--- src/rtl/wavegen_voice_alloc.sv ---
// wavegen_voice_alloc
// Polyphonic voice allocator and gate sequencer feeding the per-voice ADSR envelopes.
// A newly assigned or retriggered voice keeps its gate low until at least one
// sample_strobe has been seen with that gate low. This gives each envelope a clean rising
// edge to retrigger on.
// Build option: define VOICE_STEAL_EN to let a note-on steal the oldest active voice when
// no free or releasing voice exists. When it is undefined, such a note-on is accepted and
// then dropped.
module wavegen_voice_alloc #(
    parameter int unsigned NUM_VOICES = 4,
    parameter int unsigned NOTE_W     = 7
) (
    input  logic                           clk,
    input  logic                           rst_n,
    input  logic                           sample_strobe,
    input  logic                           note_on_valid,
    output logic                           note_on_ready,
    input  logic [NOTE_W-1:0]              note_on_num,
    input  logic                           note_off_valid,
    input  logic [NOTE_W-1:0]              note_off_num,
    input  logic [NUM_VOICES-1:0]          voice_idle,
    output logic [NUM_VOICES-1:0]          gate,
    output logic [NUM_VOICES*NOTE_W-1:0]   voice_note,
    output logic                           alloc_valid,
    output logic [$clog2(NUM_VOICES)-1:0]  alloc_voice,
    output logic                           note_dropped
);

    localparam int unsigned VW      = $clog2(NUM_VOICES);
    localparam logic [0:0]  S_IDLE  = 1'b0;
    localparam logic [0:0]  S_WAIT  = 1'b1;
    localparam logic [7:0]  AGE_MAX = 8'hFF;

    logic [0:0]            state_q, state_d;
    logic [VW-1:0]         pend_q, pend_d;
    logic [NUM_VOICES-1:0] gate_q, gate_d;
    logic [NUM_VOICES-1:0] low_seen_q, low_seen_d;
    logic [NOTE_W-1:0]     note_q [NUM_VOICES];
    logic [NOTE_W-1:0]     note_d [NUM_VOICES];
    logic [7:0]            age_q  [NUM_VOICES];
    logic [7:0]            age_d  [NUM_VOICES];
    logic                  alloc_valid_q, alloc_valid_d;
    logic [VW-1:0]         alloc_voice_q, alloc_voice_d;
    logic                  dropped_q, dropped_d;

    logic                  retrig_hit, free_hit, rel_hit, tgt_hit;
    logic [VW-1:0]         retrig_idx, free_idx, rel_idx, tgt_idx;
    logic [7:0]            rel_age;
`ifdef VOICE_STEAL_EN
    logic                  act_hit;
    logic [VW-1:0]         act_idx;
    logic [7:0]            act_age;
`endif

    logic                  cancel_hit;

    // Candidate search over registered state; each class keeps its own winner
    always_comb begin
        retrig_hit = 1'b0;
        retrig_idx = '0;
        free_hit   = 1'b0;
        free_idx   = '0;
        rel_hit    = 1'b0;
        rel_idx    = '0;
        rel_age    = '0;
`ifdef VOICE_STEAL_EN
        act_hit    = 1'b0;
        act_idx    = '0;
        act_age    = '0;
`endif
        for (int v = 0; v < NUM_VOICES; v++) begin
            if (gate_q[v]) begin
                if (!retrig_hit && (note_q[v] == note_on_num)) begin
                    retrig_hit = 1'b1;
                    retrig_idx = VW'(v);
                end
`ifdef VOICE_STEAL_EN
                // Strict compare keeps the lowest index on an age tie
                if (!act_hit || (age_q[v] > act_age)) begin
                    act_hit = 1'b1;
                    act_idx = VW'(v);
                    act_age = age_q[v];
                end
`endif
            end else if (voice_idle[v]) begin
                if (!free_hit) begin
                    free_hit = 1'b1;
                    free_idx = VW'(v);
                end
            end else begin
                if (!rel_hit || (age_q[v] > rel_age)) begin
                    rel_hit = 1'b1;
                    rel_idx = VW'(v);
                    rel_age = age_q[v];
                end
            end
        end
    end

    // Priority pick of the allocation target
    always_comb begin
        tgt_hit = 1'b1;
        tgt_idx = '0;
        if (retrig_hit) begin
            tgt_idx = retrig_idx;
        end else if (free_hit) begin
            tgt_idx = free_idx;
        end else if (rel_hit) begin
            tgt_idx = rel_idx;
        end
`ifdef VOICE_STEAL_EN
        else if (act_hit) begin
            tgt_idx = act_idx;
        end
`endif
        else begin
            tgt_hit = 1'b0;
        end
    end

    // A note-off naming the pending note cancels the pending allocation
    always_comb begin
        cancel_hit = note_off_valid && (note_off_num == note_q[pend_q]);
    end

    // low_seen tracks "a strobe has passed with this gate low since it last fell"
    always_comb begin
        low_seen_d = low_seen_q;
        for (int v = 0; v < NUM_VOICES; v++) begin
            if (gate_q[v]) begin
                low_seen_d[v] = 1'b0;
            end else if (sample_strobe) begin
                low_seen_d[v] = 1'b1;
            end
        end
    end

    // Allocator FSM, note-off handling, gate, note and age next-state
    always_comb begin
        state_d       = state_q;
        pend_d        = pend_q;
        gate_d        = gate_q;
        note_d        = note_q;
        age_d         = age_q;
        alloc_valid_d = 1'b0;
        alloc_voice_d = alloc_voice_q;
        dropped_d     = 1'b0;

        if (note_off_valid) begin
            for (int v = 0; v < NUM_VOICES; v++) begin
                if (gate_q[v] && (note_q[v] == note_off_num)) begin
                    gate_d[v] = 1'b0;
                end
            end
        end

        case (state_q)
            S_IDLE: begin
                if (note_on_valid) begin
                    if (tgt_hit) begin
                        note_d[tgt_idx] = note_on_num;
                        gate_d[tgt_idx] = 1'b0;
                        pend_d          = tgt_idx;
                        state_d         = S_WAIT;
                    end else begin
                        dropped_d = 1'b1;
                    end
                end
            end
            S_WAIT: begin
                if (cancel_hit) begin
                    state_d = S_IDLE;
                end else if (low_seen_q[pend_q]) begin
                    gate_d[pend_q] = 1'b1;
                    alloc_valid_d  = 1'b1;
                    alloc_voice_d  = pend_q;
                    state_d        = S_IDLE;
                    for (int v = 0; v < NUM_VOICES; v++) begin
                        if (VW'(v) == pend_q) begin
                            age_d[v] = '0;
                        end else if (age_q[v] != AGE_MAX) begin
                            age_d[v] = age_q[v] + 8'd1;
                        end
                    end
                end
            end
            default: begin
                state_d = S_IDLE;
            end
        endcase
    end

    // State registers
    always_ff @(posedge clk or negedge rst_n) begin
        if (!rst_n) begin
            state_q       <= S_IDLE;
            pend_q        <= '0;
            gate_q        <= '0;
            low_seen_q    <= '0;
            alloc_valid_q <= 1'b0;
            alloc_voice_q <= '0;
            dropped_q     <= 1'b0;
            for (int v = 0; v < NUM_VOICES; v++) begin
                note_q[v] <= '0;
                age_q[v]  <= '0;
            end
        end else begin
            state_q       <= state_d;
            pend_q        <= pend_d;
            gate_q        <= gate_d;
            low_seen_q    <= low_seen_d;
            alloc_valid_q <= alloc_valid_d;
            alloc_voice_q <= alloc_voice_d;
            dropped_q     <= dropped_d;
            note_q        <= note_d;
            age_q         <= age_d;
        end
    end

    // Flatten per-voice notes onto the output bus
    always_comb begin
        voice_note = '0;
        for (int v = 0; v < NUM_VOICES; v++) begin
            voice_note[v*NOTE_W +: NOTE_W] = note_q[v];
        end
    end

    assign note_on_ready = (state_q == S_IDLE);
    assign gate          = gate_q;
    assign alloc_valid   = alloc_valid_q;
    assign alloc_voice   = alloc_voice_q;
    assign note_dropped  = dropped_q;

endmodule
--- config.mk ---
export PLATFORM = sky130hd
export DESIGN_NAME = wavegen_voice_alloc
export DESIGN_NICKNAME = d
export VERILOG_FILES = /design/src/rtl/wavegen_voice_alloc.sv
export SDC_FILE = /design/constraint.sdc
export NUM_CORES = 1
export LEC_CHECK = 0
export CAP_MARGIN = 30
export CORE_MARGIN = 2
export CORE_UTILIZATION = 45
export CTS_BUF_LIST = sky130_fd_sc_hd__clkbuf_8
export DETAILED_ROUTE_END_ITERATION = 7
export PLACE_DENSITY = 0.69
export RECOVER_POWER = 100
export SETUP_SLACK_MARGIN = 0.15
export SKIP_CTS_REPAIR_TIMING = 1
export SYNTH_ARGS = -nofsm -noshare
export SYNTH_HDL_FRONTEND = slang
export SYNTH_SLANG_ARGS = --single-unit
--- constraint.sdc ---
create_clock -name clk -period 9.5 [get_ports clk]
set_input_delay 1.9 -clock clk [delete_from_list [all_inputs] [get_ports clk]]
set_output_delay 1.9 -clock clk [all_outputs]
set_load 0.02 [all_outputs]
Word level (Yosys, flattened, before mapping)
Cells that the tools add are included.
- $add $sub $neg: 4
- multiply operators: 0
- div/mod/pow operators: 0
- $lt $le $gt $ge: 10
- eq/ne operators: 16
- shift-type cells: 0
- mux-type cells: 111
- bitwise gates (word level): 7
- reduce and logical (&&, ||, !) cells: 35
- operator list (operator ; count):
    $mux W8 ; 16
    $eq A7 B7 Y1 ; 9
    $mux W1 ; 60
    $mux W2 ; 19
    $add A8 B1 Y8 const B ; 4
    $ne A8 B8 Y1 const B ; 4
    $bwmux W28 ; 1
    $gt A8 B8 Y1 ; 3
    $mux W7 ; 3
    $mux W4 ; 5
    $reduce_and A4 Y1 ; 4
    $reduce_bool A2 Y1 ; 8
    $bmux W7 S2 ; 1
    $demux W7 S2 ; 1
    $logic_and A1 B1 Y1 ; 11
    $pmux W4 S2 ; 1
    $ge A3 B3 Y1 const B ; 2
    $logic_not A1 Y1 ; 6
    $lt A2 B3 Y1 const B ; 2
    $not A2 Y3 ; 2
    $reduce_and A3 Y1 ; 2
    $and A4 B4 Y4 ; 1
    $demux W1 S2 ; 2
    $eq A2 B2 Y1 const A ; 2
    other kinds (10) ; 14
- register bits: 75
- bits in latches: 0
- RAM bits: 0
- memory bits (read-only): 0
- bits of input ports: 23
- output and inout bits: 37
- logic and storage cells: 201
- memories kept: 0

Longest topological paths before layout
Gate-level depths: netlist of run 1.
- word-level depth: 29
- mapped depth: 30

Worst setup path before layout of run 1
No wires, ideal clock.
- kind: input-to-reg
- start point: in voice_idle[0]
- end point: reg note_q (netlist bit voice_note[0])
- library setup time: 125 ps
- arrival time: 7423 ps
- data required time: 9375 ps
- slack: 1952 ps
- stages: 28
- path through: nor2_1 nand2_1 ha_1 o21a_1 a211oi_2 a2111o_1 a31oi_2 clkbuf_1 nor2_1 a21oi_1 ha_1 a21oi_1 nand2_1 a21oi_1 a21o_1 nand2_1 nand2_1 clkbuf_1 o21ai_0 ha_1 a211oi_1 o221ai_1 o211ai_1 o2111ai_1 o211ai_1 nand2b_1 nor2_2 mux2_2
- longest elaborated chain between the ends: 26
- elaborated cells between the ends (all ways): 68
- classes of those cells: 5 x order compare; 54 x mux; 1 x bitwise; 8 x reduce/logical
- RTL lines (item ; RTL line ; source):
    from (decl) ; 21 ; input logic [NUM_VOICES-1:0] voice_idle,
    $mux W8 / $mux W1 (equally long branches) ; 85 ; end else if (voice_idle[v]) begin
    $mux W8 / $mux W1 (equally long branches) ; 72 ; if (gate_q[v]) begin
    $gt A8 B8 Y1 / $logic_not A1 Y1 (equally long branches) ; 91 ; if (!rel_hit || (age_q[v] > rel_age)) begin
    $logic_or A1 B1 Y1 ; 91 ;
    $mux W8 / $mux W1 (equally long branches) ; 91 ;
    $mux W8 / $mux W1 (equally long branches) ; 85 ;
    $mux W8 / $mux W1 (equally long branches) ; 72 ;
    $gt A8 B8 Y1 / $logic_not A1 Y1 (equally long branches) ; 91 ;
    [10 not listed] ; - ;
    $mux W2 ; 106 ; end else if (free_hit) begin
    $mux W2 ; 104 ; if (retrig_hit) begin
    $not A2 Y3 (not written as such) ; 161 ; note_d[tgt_idx] = note_on_num;
    $ge A3 B3 Y1 (not written as such) / $lt A3 B1 Y1 (equally long branches) ; 161 ;
    $logic_and A1 B1 Y1 (not written as such) ; 161 ;
    $mux W7 (not written as such) ; 161 ;
    $demux W7 S2 ; 161 ;
    $bwmux W28 ; 161 ;
    to (signal assigned) ; 215 ; note_q <= note_d;
    to (decl) ; 38 ; logic [NOTE_W-1:0] note_q [NUM_VOICES];
Parallel ways exist; a longest one is shown, timed or not.
A chain may end at the register's enable or synchronous reset.

Worst setup path after layout of run 1
- start point: in voice_idle[0]
- end point: reg note_q (netlist bit voice_note[19])
The elaborated chain is that of the path after synthesis.

==> results of run 1 <==
-- where the power goes --
part / switching [mW] / leakage (nW) / internal (mW)
registers: 0.206 / 0.950 / 0.440
logic: 0.600 / 1.48 / 0.519
clock network: 0.128 / 0.108 / 0.129
-- layout make-up --
| cell class | count | area [um2] |
|---|---|---|
| Fill cell | 1050 | 5320 |
| Clock buffer | 10 | 138 |
| Multi-Input combinational cell | 444 | 3160 |
| Timing Repair Buffer | 63 | 607 |
| Tap cell | 143 | 179 |
| Clock inverter | 6 | 65.1 |
| Inverter | 19 | 71.3 |
| Sequential cell | 75 | 1880 |
-- layout by cell type (no fill, tap or decap), types with 4 or more instances in the layout --
cell type,Yosys,routed
sky130_fd_sc_hd__inv_1,19,20
sky130_fd_sc_hd__dfrtp_1,75,75
sky130_fd_sc_hd__nor2b_1,8,8
sky130_fd_sc_hd__mux4_2,7,7
sky130_fd_sc_hd__nand4_1,26,26
sky130_fd_sc_hd__xor2_1,18,18
sky130_fd_sc_hd__a21o_1,7,7
sky130_fd_sc_hd__o31ai_1,10,10
sky130_fd_sc_hd__o21ai_0,35,35
sky130_fd_sc_hd__a31oi_1,11,11
sky130_fd_sc_hd__nand2_1,54,55
sky130_fd_sc_hd__nand2b_1,4,4
sky130_fd_sc_hd__ha_1,28,28
sky130_fd_sc_hd__a21oi_1,38,39
sky130_fd_sc_hd__clkbuf_8,0,10
sky130_fd_sc_hd__mux2_2,37,37
sky130_fd_sc_hd__xnor2_1,45,45
sky130_fd_sc_hd__nor2_1,41,40
sky130_fd_sc_hd__nand3_1,20,20
sky130_fd_sc_hd__nor3_1,4,4
sky130_fd_sc_hd__o211ai_1,5,5
sky130_fd_sc_hd__dlygate4sd3_1,0,41
sky130_fd_sc_hd__nor4_1,6,6
sky130_fd_sc_hd__clkdlybuf4s50_1,0,17
-- per-layer routing --
layer / up-vias / GRT usage (%) / routed length (um)
met2: 117 / 39.6 / 6930
met3: 27 / 3.51 / 569
met4: 0 / 8.13 / 389
li1: 2153 / - / -
met1: 2219 / 30.7 / 6260
met5: - / 0 / 0
-- flip-flops by register name, indices dropped and copies added, names as in the netlist --
name	cells
gate	4
alloc_valid	1
age_q	32
state_q	1
pend_q	2
low_seen_q	4
voice_note	28
note_dropped	1
alloc_voice	2
-- logic make-up (layout without fill, tap and decap cells) --
kind of cell,after synthesis,after routing,synth area share (%)
and+or+nand+nor,180,180,16.8
AOI/OAI and AO/OA,127,127,15.2
DFF,75,75,35.7
xor gates and xnor gates,63,63,10.5
buffers and inverters,49,98,3.90
muxes,46,46,11.3
adders and majority gates,28,28,6.66
-- how the worst max path moves through the flow --
stage / start / endpoint / depth (start not counted)
6_report: voice_idle[0] / voice_note[19] / 27
5_1_grt: voice_idle[0] / voice_note[15] / 28
4_1_cts: voice_idle[0] / voice_note[8] / 27
3_5_place_dp: voice_idle[0] / voice_note[12] / 27
3_3_place_gp: voice_idle[0] / voice_note[8] / 27
2_1_floorplan: voice_idle[0] / voice_note[0] / 28
-- stage by stage --
| step | utilization, % | area [um2] | hold slack [ns] |
|---|---|---|---|
| after floorplan | - | 5260 | 0.425 |
| after global placement | 52.0 | 5930 | 0.451 |
| after detailed placement | 52.0 | 5930 | 0.460 |
| after CTS | 53.7 | 6140 | 0.476 |
| after global routing | 53.4 | 6090 | 0.498 |
| final | 53.4 | 6090 | 0.468 |
-- worst max-delay path, cell delays in order --
cell and delay (ns):
sky130_fd_sc_hd__dlygate4sd3_1 0.59, sky130_fd_sc_hd__nor2_1 0.41, sky130_fd_sc_hd__nand2_1 0.16, sky130_fd_sc_hd__ha_1 0.33, sky130_fd_sc_hd__o21a_1 0.12, sky130_fd_sc_hd__a211oi_1 0.10
sky130_fd_sc_hd__a2111o_1 0.42, sky130_fd_sc_hd__a31oi_2 0.60, sky130_fd_sc_hd__nor2_1 0.11, sky130_fd_sc_hd__a21oi_1 0.19, sky130_fd_sc_hd__ha_1 0.29, sky130_fd_sc_hd__a21oi_1 0.14
sky130_fd_sc_hd__nand2_1 0.06, sky130_fd_sc_hd__a21oi_1 0.24, sky130_fd_sc_hd__a21o_1 0.17, sky130_fd_sc_hd__nand2_1 0.06, sky130_fd_sc_hd__nand2_1 0.33, sky130_fd_sc_hd__o21ai_0 0.16
sky130_fd_sc_hd__ha_1 0.33, sky130_fd_sc_hd__a211oi_1 0.25, sky130_fd_sc_hd__o221ai_1 0.15, sky130_fd_sc_hd__o211ai_1 0.22, sky130_fd_sc_hd__o21ai_0 0.12, sky130_fd_sc_hd__a21oi_1 0.14
sky130_fd_sc_hd__o22ai_1 0.20, sky130_fd_sc_hd__nor3_2 0.71, sky130_fd_sc_hd__mux2_2 0.41
==> summary.md, run 1 <==
| Metric | Value |
|---|---|
| Category of the most critical setup path | `in2reg` |
| Diodes inserted | `0` |
| Count of vias placed by the detailed router | `4,516` |
| Cell type contributing the most total cell area after synthesis | `sky130_fd_sc_hd__dfrtp_1` |
| Number of vias per cell after detailed routing | `5.94` |
| Cell types with the largest area share after synthesis | `sky130_fd_sc_hd__dfrtp_1 (36%), sky130_fd_sc_hd__mux2_2 (7.9%), sky130_fd_sc_hd__xnor2_1 (7.5%)` |
| Time the final worst path needs with I/O delays and setup | `8.66 ns` |
| Wire length of the first global-routing pass | `23,400 um` |
| Outcome | `complete, but fails checks` |
| Setup crit start kind | `primary input` |
| Sinks on Clock Net | `75` |
| Setup_tns | `0 ns` |
| RSZ-0062 raised after global routing | `false` |
| Share of synthesized registers carrying an async set or reset | `100%` |
| Fraction of post-synthesis cell area in the top cell type by area | `35.7%` |
| Arrival @ worst endpoint | `8.92 ns` |
| CTS Root Buffer Type | `sky130_fd_sc_hd__clkbuf_8` |
| P&R area growth vs syn | `15.8%` |
| Top post-synthesis cells by count | `sky130_fd_sc_hd__dfrtp_1 (75), sky130_fd_sc_hd__nand2_1 (54), sky130_fd_sc_hd__xnor2_1 (45), sky130_fd_sc_hd__nor2_1 (41), sky130_fd_sc_hd__a21oi_1 (38)` |
| Violated checks | `capacitance limit, slew limit` |
| Worst slew margin relative to its limit | `-149%` |
| Leakage power | `2.53 nW` |
| Number of global-route vias before repair | `4,567` |
| Final Non-Filler Cells | `760` |
| WL per Instance | `18.6 um` |
| GR Overflow Total | `0` |
| Number of distinct library cells after synthesis | `52` |
| Count of unresolved DRC violations after routing | `0` |
| Slew of the pin with the lowest slew margin | `3.74 ns` |
| Cts bufs inserted | `9` |
| H-Tree Level Count | `3` |
| Cell area after synthesis | `5260 um2` |
| Gp weighted congestion | `0.921` |
| Net total in the final layout | `663` |
| Gr usage total | `23.4%` |
| Clk_lat worst skew | `0.37 ns` |
| Setup slack after placement | `0.705 ns` |
| Boundary pin count | `60` |
| Number of failing hold endpoints at the final stage | `0` |
| Layout Skew | `0.0104 ns` |
| Die outline area | `12,600 um2` |
| Number of instances in the synthesized netlist | `568` |
| Detailed Place HPWL | `10,700 um` |
| Terminating pin of the worst hold path | `note_dropped` |
| Power density over the cells | `332 nW/um2` |
| Tcrit/Tclk final | `91.2%` |
| Placement row count | `39` |
| Final WL | `14,200 um` |
| Share of synthesized area occupied by flip-flops and latches | `35.7%` |
| #FFs+latches synth | `75` |
| Core footprint | `11,400 um2` |
| Chip Height | `112 um` |
| Placed Instances | `744` |
| Start of the worst register-to-register path | `gate[0]` |
| Achievable Freq | `115 MHz` |
| Largest fanout on the critical path | `16` |
| Most repeated cell in the gate-level netlist after synthesis | `sky130_fd_sc_hd__dfrtp_1` |
| Clock-pin slew of the registers on the worst-case setup and hold paths | `0.09 ns` |
| Class of the tightest hold or removal check | `reg2reg` |
| Max_cap viols | `2` |
| Mean instance size in the synthesized netlist | `9.27 um2` |
| CTS Buffer Depth | `2` |
| Max rail drop VDD | `0.193 mV` |
| Final ANT Viol Nets | `0` |
| Main flop type after synthesis | `sky130_fd_sc_hd__dfrtp_1` |
| Count of TritonRoute iterations in the first routing pass | `4` |
| Register-to-register setup slack | `2.45 ns` |
| Number of synthesis warnings | `0` |
| Worst Setup Slack, final | `0.839 ns` |
| Required time of the critical path | `9.76 ns` |
| Tot Pwr | `2.02 mW` |
| Maximum number of pins on one net before global-route repair | `71` |
| Endpoint of the most critical register-to-register path | `voice_note[19]` |
| Number of synthesized flops with an enable pin | `0` |
| Fraction of final layout cells sized beyond drive strength 1 | `11.0%` |
| Overall die width | `112 um` |
| Final number of max-transition violations | `121` |
| Total nets after synthesis | `619` |
| Min-Delay Path Depth | `1` |
| CTS tree | `done` |
| Starting Density | `46.1%` |
| Hold path startpoint | `state_q` |
| Antenna violations before repair | `0` |
| Depth of the most critical reg-to-reg path | `26` |
| Quantity of I/O buffers inserted on ports | `59` |
| Violation count after the first detailed-route iteration | `240` |
| Crit. End Element | `register` |
| # setup viols final | `0` |
Power figures use the tool's default switching activity.
==> run 2, diff against run 1 <==
--- a/config.mk
+++ b/config.mk
@@ -5,7 +5,7 @@
 export SDC_FILE = /design/constraint.sdc
 export NUM_CORES = 1
 export LEC_CHECK = 0
-export CAP_MARGIN = 30
+export CAP_MARGIN = 15
 export CORE_MARGIN = 2
 export CORE_UTILIZATION = 45
 export CTS_BUF_LIST = sky130_fd_sc_hd__clkbuf_8
==> constraint.sdc (replaced) <==
create_clock -name clk -period 9.9 [get_ports clk]
set_input_delay 1.98 -clock clk [delete_from_list [all_inputs] [get_ports clk]]
set_output_delay 1.98 -clock clk [all_outputs]
set_load 0.02 [all_outputs]
==> run 2 against run 1 <==
Net effect:
- the run still ends with capacitance limit, slew limit left
- sequential power fell by 3.9%
- routed wire length up 0.28%
- flip-flop and latch count unchanged
- combinational power shrank 4%
- critical endpoint is now voice_note[11]
- clock-buffer cell count decreased by 1
- cell count stayed put
- clock skew down 0.0016 ns
- die area stayed put
- sequential share of layout area about the same
- non-clock buffer count stayed put
- core utilization decreased by 0.077 points
==> summary.md, run 2 (same netlist as run 1, synthesis figures left out) <==
| Metric | Value |
|---|---|
| Tcrit/Tclk final | `91.2%` |
| Max_cap viols | `2 (unchanged)` |
| Depth of the most critical reg-to-reg path | `26 (unchanged)` |
| Count of unresolved DRC violations after routing | `0 (unchanged)` |
| Number of global-route vias before repair | `4,588 (was 4,567)` |
| # setup viols final | `0 (unchanged)` |
| Clk_lat worst skew | `0.36 ns (was 0.37 ns)` |
| Count of vias placed by the detailed router | `4,480 (was 4,516)` |
| Final WL | `14,200 um (about the same)` |
| Violated checks | `capacitance limit, slew limit (unchanged)` |
| Largest fanout on the critical path | `16 (unchanged)` |
| Slew of the pin with the lowest slew margin | `3.74 ns (about the same)` |
| Maximum number of pins on one net before global-route repair | `71 (unchanged)` |
| Worst slew margin relative to its limit | `-149% (about the same)` |
| Commonest non-fill, non-tap cell in the layout | `sky130_fd_sc_hd__dfrtp_1 (unchanged)` |
| Fraction of final layout cells sized beyond drive strength 1 | `10.7% (was 11.0%)` |
| Required time of the critical path | `10.15 ns (was 9.76 ns)` |
| Die outline area | `12,600 um2 (unchanged)` |
| Net total in the final layout | `663 (unchanged)` |
| Max rail drop VDD | `0.198 mV (was 0.193 mV)` |
| Flip-flop count of the largest register, all copies and words added | `32 (unchanged)` |
| Violation count after the first detailed-route iteration | `251 (was 240)` |
| Endpoint of the most critical register-to-register path | `voice_note[11] (was voice_note[19])` |
| Detailed Place HPWL | `10,700 um (about the same)` |
| Gr usage total | `23.4% (about the same)` |
| Met3 Track Usage GR | `3.73% (was 3.51%)` |
| Count of filler cells inserted in the layout | `1,042 (was 1,050)` |
| GR Layer Usage met2 | `40.4% (was 39.6%)` |
| Register-to-register setup slack | `2.57 ns (was 2.45 ns)` |
| Met1 track demand over resource in global routing | `29.9% (was 30.7%)` |
| Final Non-Filler Cells | `760 (unchanged)` |
| Starting Density | `46.1% (unchanged)` |
| Core footprint | `11,400 um2 (unchanged)` |
| Final ANT Viol Nets | `0 (unchanged)` |
| Quantity of I/O buffers inserted on ports | `59 (unchanged)` |
| Area of the multi-input gates | `3160 um2 (about the same)` |
| Power density over the cells | `318 nW/um2 (was 332 nW/um2)` |
| Boundary pin count | `60 (unchanged)` |
| Setup_tns | `0 ns (unchanged)` |
| Highest-utilization routing layer at the global route stage | `met2 (unchanged)` |
| Diodes inserted | `0 (unchanged)` |
| Count of TritonRoute iterations in the first routing pass | `4 (unchanged)` |
| Placement row count | `39 (unchanged)` |
| Arrival @ worst endpoint | `9.27 ns (was 8.92 ns)` |
| Setup crit start kind | `primary input (unchanged)` |
| Chip Height | `112 um (unchanged)` |
| Category of the most critical setup path | `in2reg (unchanged)` |
| Wire length of the first global-routing pass | `23,300 um (was 23,400 um)` |
| Crit. End Element | `register (unchanged)` |
| Outcome | `complete, but fails checks (unchanged)` |
| P&R area growth vs syn | `15.6% (was 15.8%)` |
| Placed cell area | `5930 um2 (unchanged)` |
| Class of the tightest hold or removal check | `reg2reg (unchanged)` |
| Final number of max-transition violations | `121 (unchanged)` |
| RSZ-0062 raised after global routing | `false (unchanged)` |
| GR Overflow Total | `0 (unchanged)` |
| Area of all sequential standard cells | `1880 um2 (unchanged)` |
| Overall die width | `112 um (unchanged)` |
| Gp weighted congestion | `0.921 (unchanged)` |
| Critical path endpoint | `voice_note[11] (was voice_note[19])` |
| WL per Instance | `18.7 um (was 18.6 um)` |
| Most used cells in the layout excluding fill and tap cells | `sky130_fd_sc_hd__dfrtp_1 (75), sky130_fd_sc_hd__nand2_1 (55), sky130_fd_sc_hd__xnor2_1 (45) (unchanged)` |
| Cts bufs inserted | `9 (unchanged)` |
| Achievable Freq | `111 MHz` |
| Antenna violations before repair | `0 (unchanged)` |
| Number of failing hold endpoints at the final stage | `0 (unchanged)` |
| CTS Buffer Depth | `2 (unchanged)` |
| Clock-pin slew of the registers on the worst-case setup and hold paths | `0.09 ns (about the same)` |
| H-Tree Level Count | `3 (unchanged)` |
| Time the final worst path needs with I/O delays and setup | `9.03 ns` |
| CP Launch Point | `voice_idle[0] (unchanged)` |
| Final instance area | `6090 um2 (about the same)` |
| Placed Instances | `744 (unchanged)` |
| Leakage power | `2.53 nW (about the same)` |
| CTS tree | `done (unchanged)` |
| Start of the worst register-to-register path | `gate[0] (unchanged)` |
| CTS Root Buffer Type | `sky130_fd_sc_hd__clkbuf_8 (unchanged)` |
| Register ranked first by flip-flop count | `age_q (unchanged)` |
| Number of vias per cell after detailed routing | `5.89 (was 5.94)` |
| Layout Skew | `0.00875 ns (was 0.0104 ns)` |
| Sinks on Clock Net | `75 (unchanged)` |
[run 2: worst min-delay path by stage]
stage                     depth (start not counted)  startpoint            to
after floorplan                                   1     state_q  note_dropped
after global placement                            1     state_q  note_dropped
after detailed placement                          1     state_q  note_dropped
after CTS                                         1     state_q  note_dropped
after global routing                              1     state_q  note_dropped
final                                             1     state_q  note_dropped
[run 2: layer usage]
layer | vias up | routed length [um]
li1 | 2143 | -
met1 | 2180 | 6230
met2 | 131 | 7040
met3 | 26 | 581
met4 | 0 | 338
met5 | - | 0
[run 2: area by class of cell]
| type | instances | share of cell area, % |
|---|---|---|
| Sequential cell | 75 | 30.8 |
| Clock inverter | 7 | 1.13 |
| Inverter | 19 | 1.17 |
| Clock buffer | 9 | 2.04 |
| Multi-Input combinational cell | 444 | 51.9 |
| Timing Repair Buffer | 63 | 9.97 |
| Tap cell | 143 | 2.94 |
[run 2: power by group]
| group | leakage [nW] | internal, mW | switching (mW) |
|---|---|---|---|
| registers | 0.950 | 0.422 | 0.199 |
| logic | 1.48 | 0.497 | 0.576 |
| clock network | 0.101 | 0.116 | 0.123 |
| total | 2.53 | 1.04 | 0.898 |
[run 2: stage by stage]
step | hold WS, ns | setup WS [ns] | power (mW) | util (%)
2_1_floorplan | 0.425 | 2.27 | 1.35 | -
3_3_place_gp | 0.451 | 1.24 | 1.70 | 52.0
3_5_place_dp | 0.460 | 1.03 | 1.73 | 52.0
4_1_cts | 0.476 | 1.41 | 1.98 | 53.7
5_1_grt | 0.498 | 0.410 | 2.07 | 53.3
6_report | 0.469 | 0.872 | 1.93 | 53.3
[run 2: critical path, cell delays in order]
cell and delay (ns):
sky130_fd_sc_hd__dlygate4sd3_1 0.59, sky130_fd_sc_hd__nor2_1 0.45, sky130_fd_sc_hd__nand2_1 0.15, sky130_fd_sc_hd__ha_1 0.32, sky130_fd_sc_hd__o21a_1 0.12, sky130_fd_sc_hd__a211oi_1 0.09, sky130_fd_sc_hd__a2111o_1 0.42, sky130_fd_sc_hd__a31oi_2 0.60
sky130_fd_sc_hd__nor2_1 0.11, sky130_fd_sc_hd__a21oi_1 0.19, sky130_fd_sc_hd__ha_1 0.29, sky130_fd_sc_hd__a21oi_1 0.16, sky130_fd_sc_hd__nand2_1 0.07, sky130_fd_sc_hd__a21oi_1 0.27, sky130_fd_sc_hd__a21o_1 0.18, sky130_fd_sc_hd__nand2_1 0.05
sky130_fd_sc_hd__nand2_1 0.33, sky130_fd_sc_hd__mux2_2 0.40, sky130_fd_sc_hd__ha_1 0.18, sky130_fd_sc_hd__nand4b_1 0.17, sky130_fd_sc_hd__a31oi_1 0.21, sky130_fd_sc_hd__o211ai_1 0.16, sky130_fd_sc_hd__o21ai_0 0.10, sky130_fd_sc_hd__a21oi_1 0.06
sky130_fd_sc_hd__o22ai_1 0.47, sky130_fd_sc_hd__nor2b_1 0.72, sky130_fd_sc_hd__mux2_2 0.41
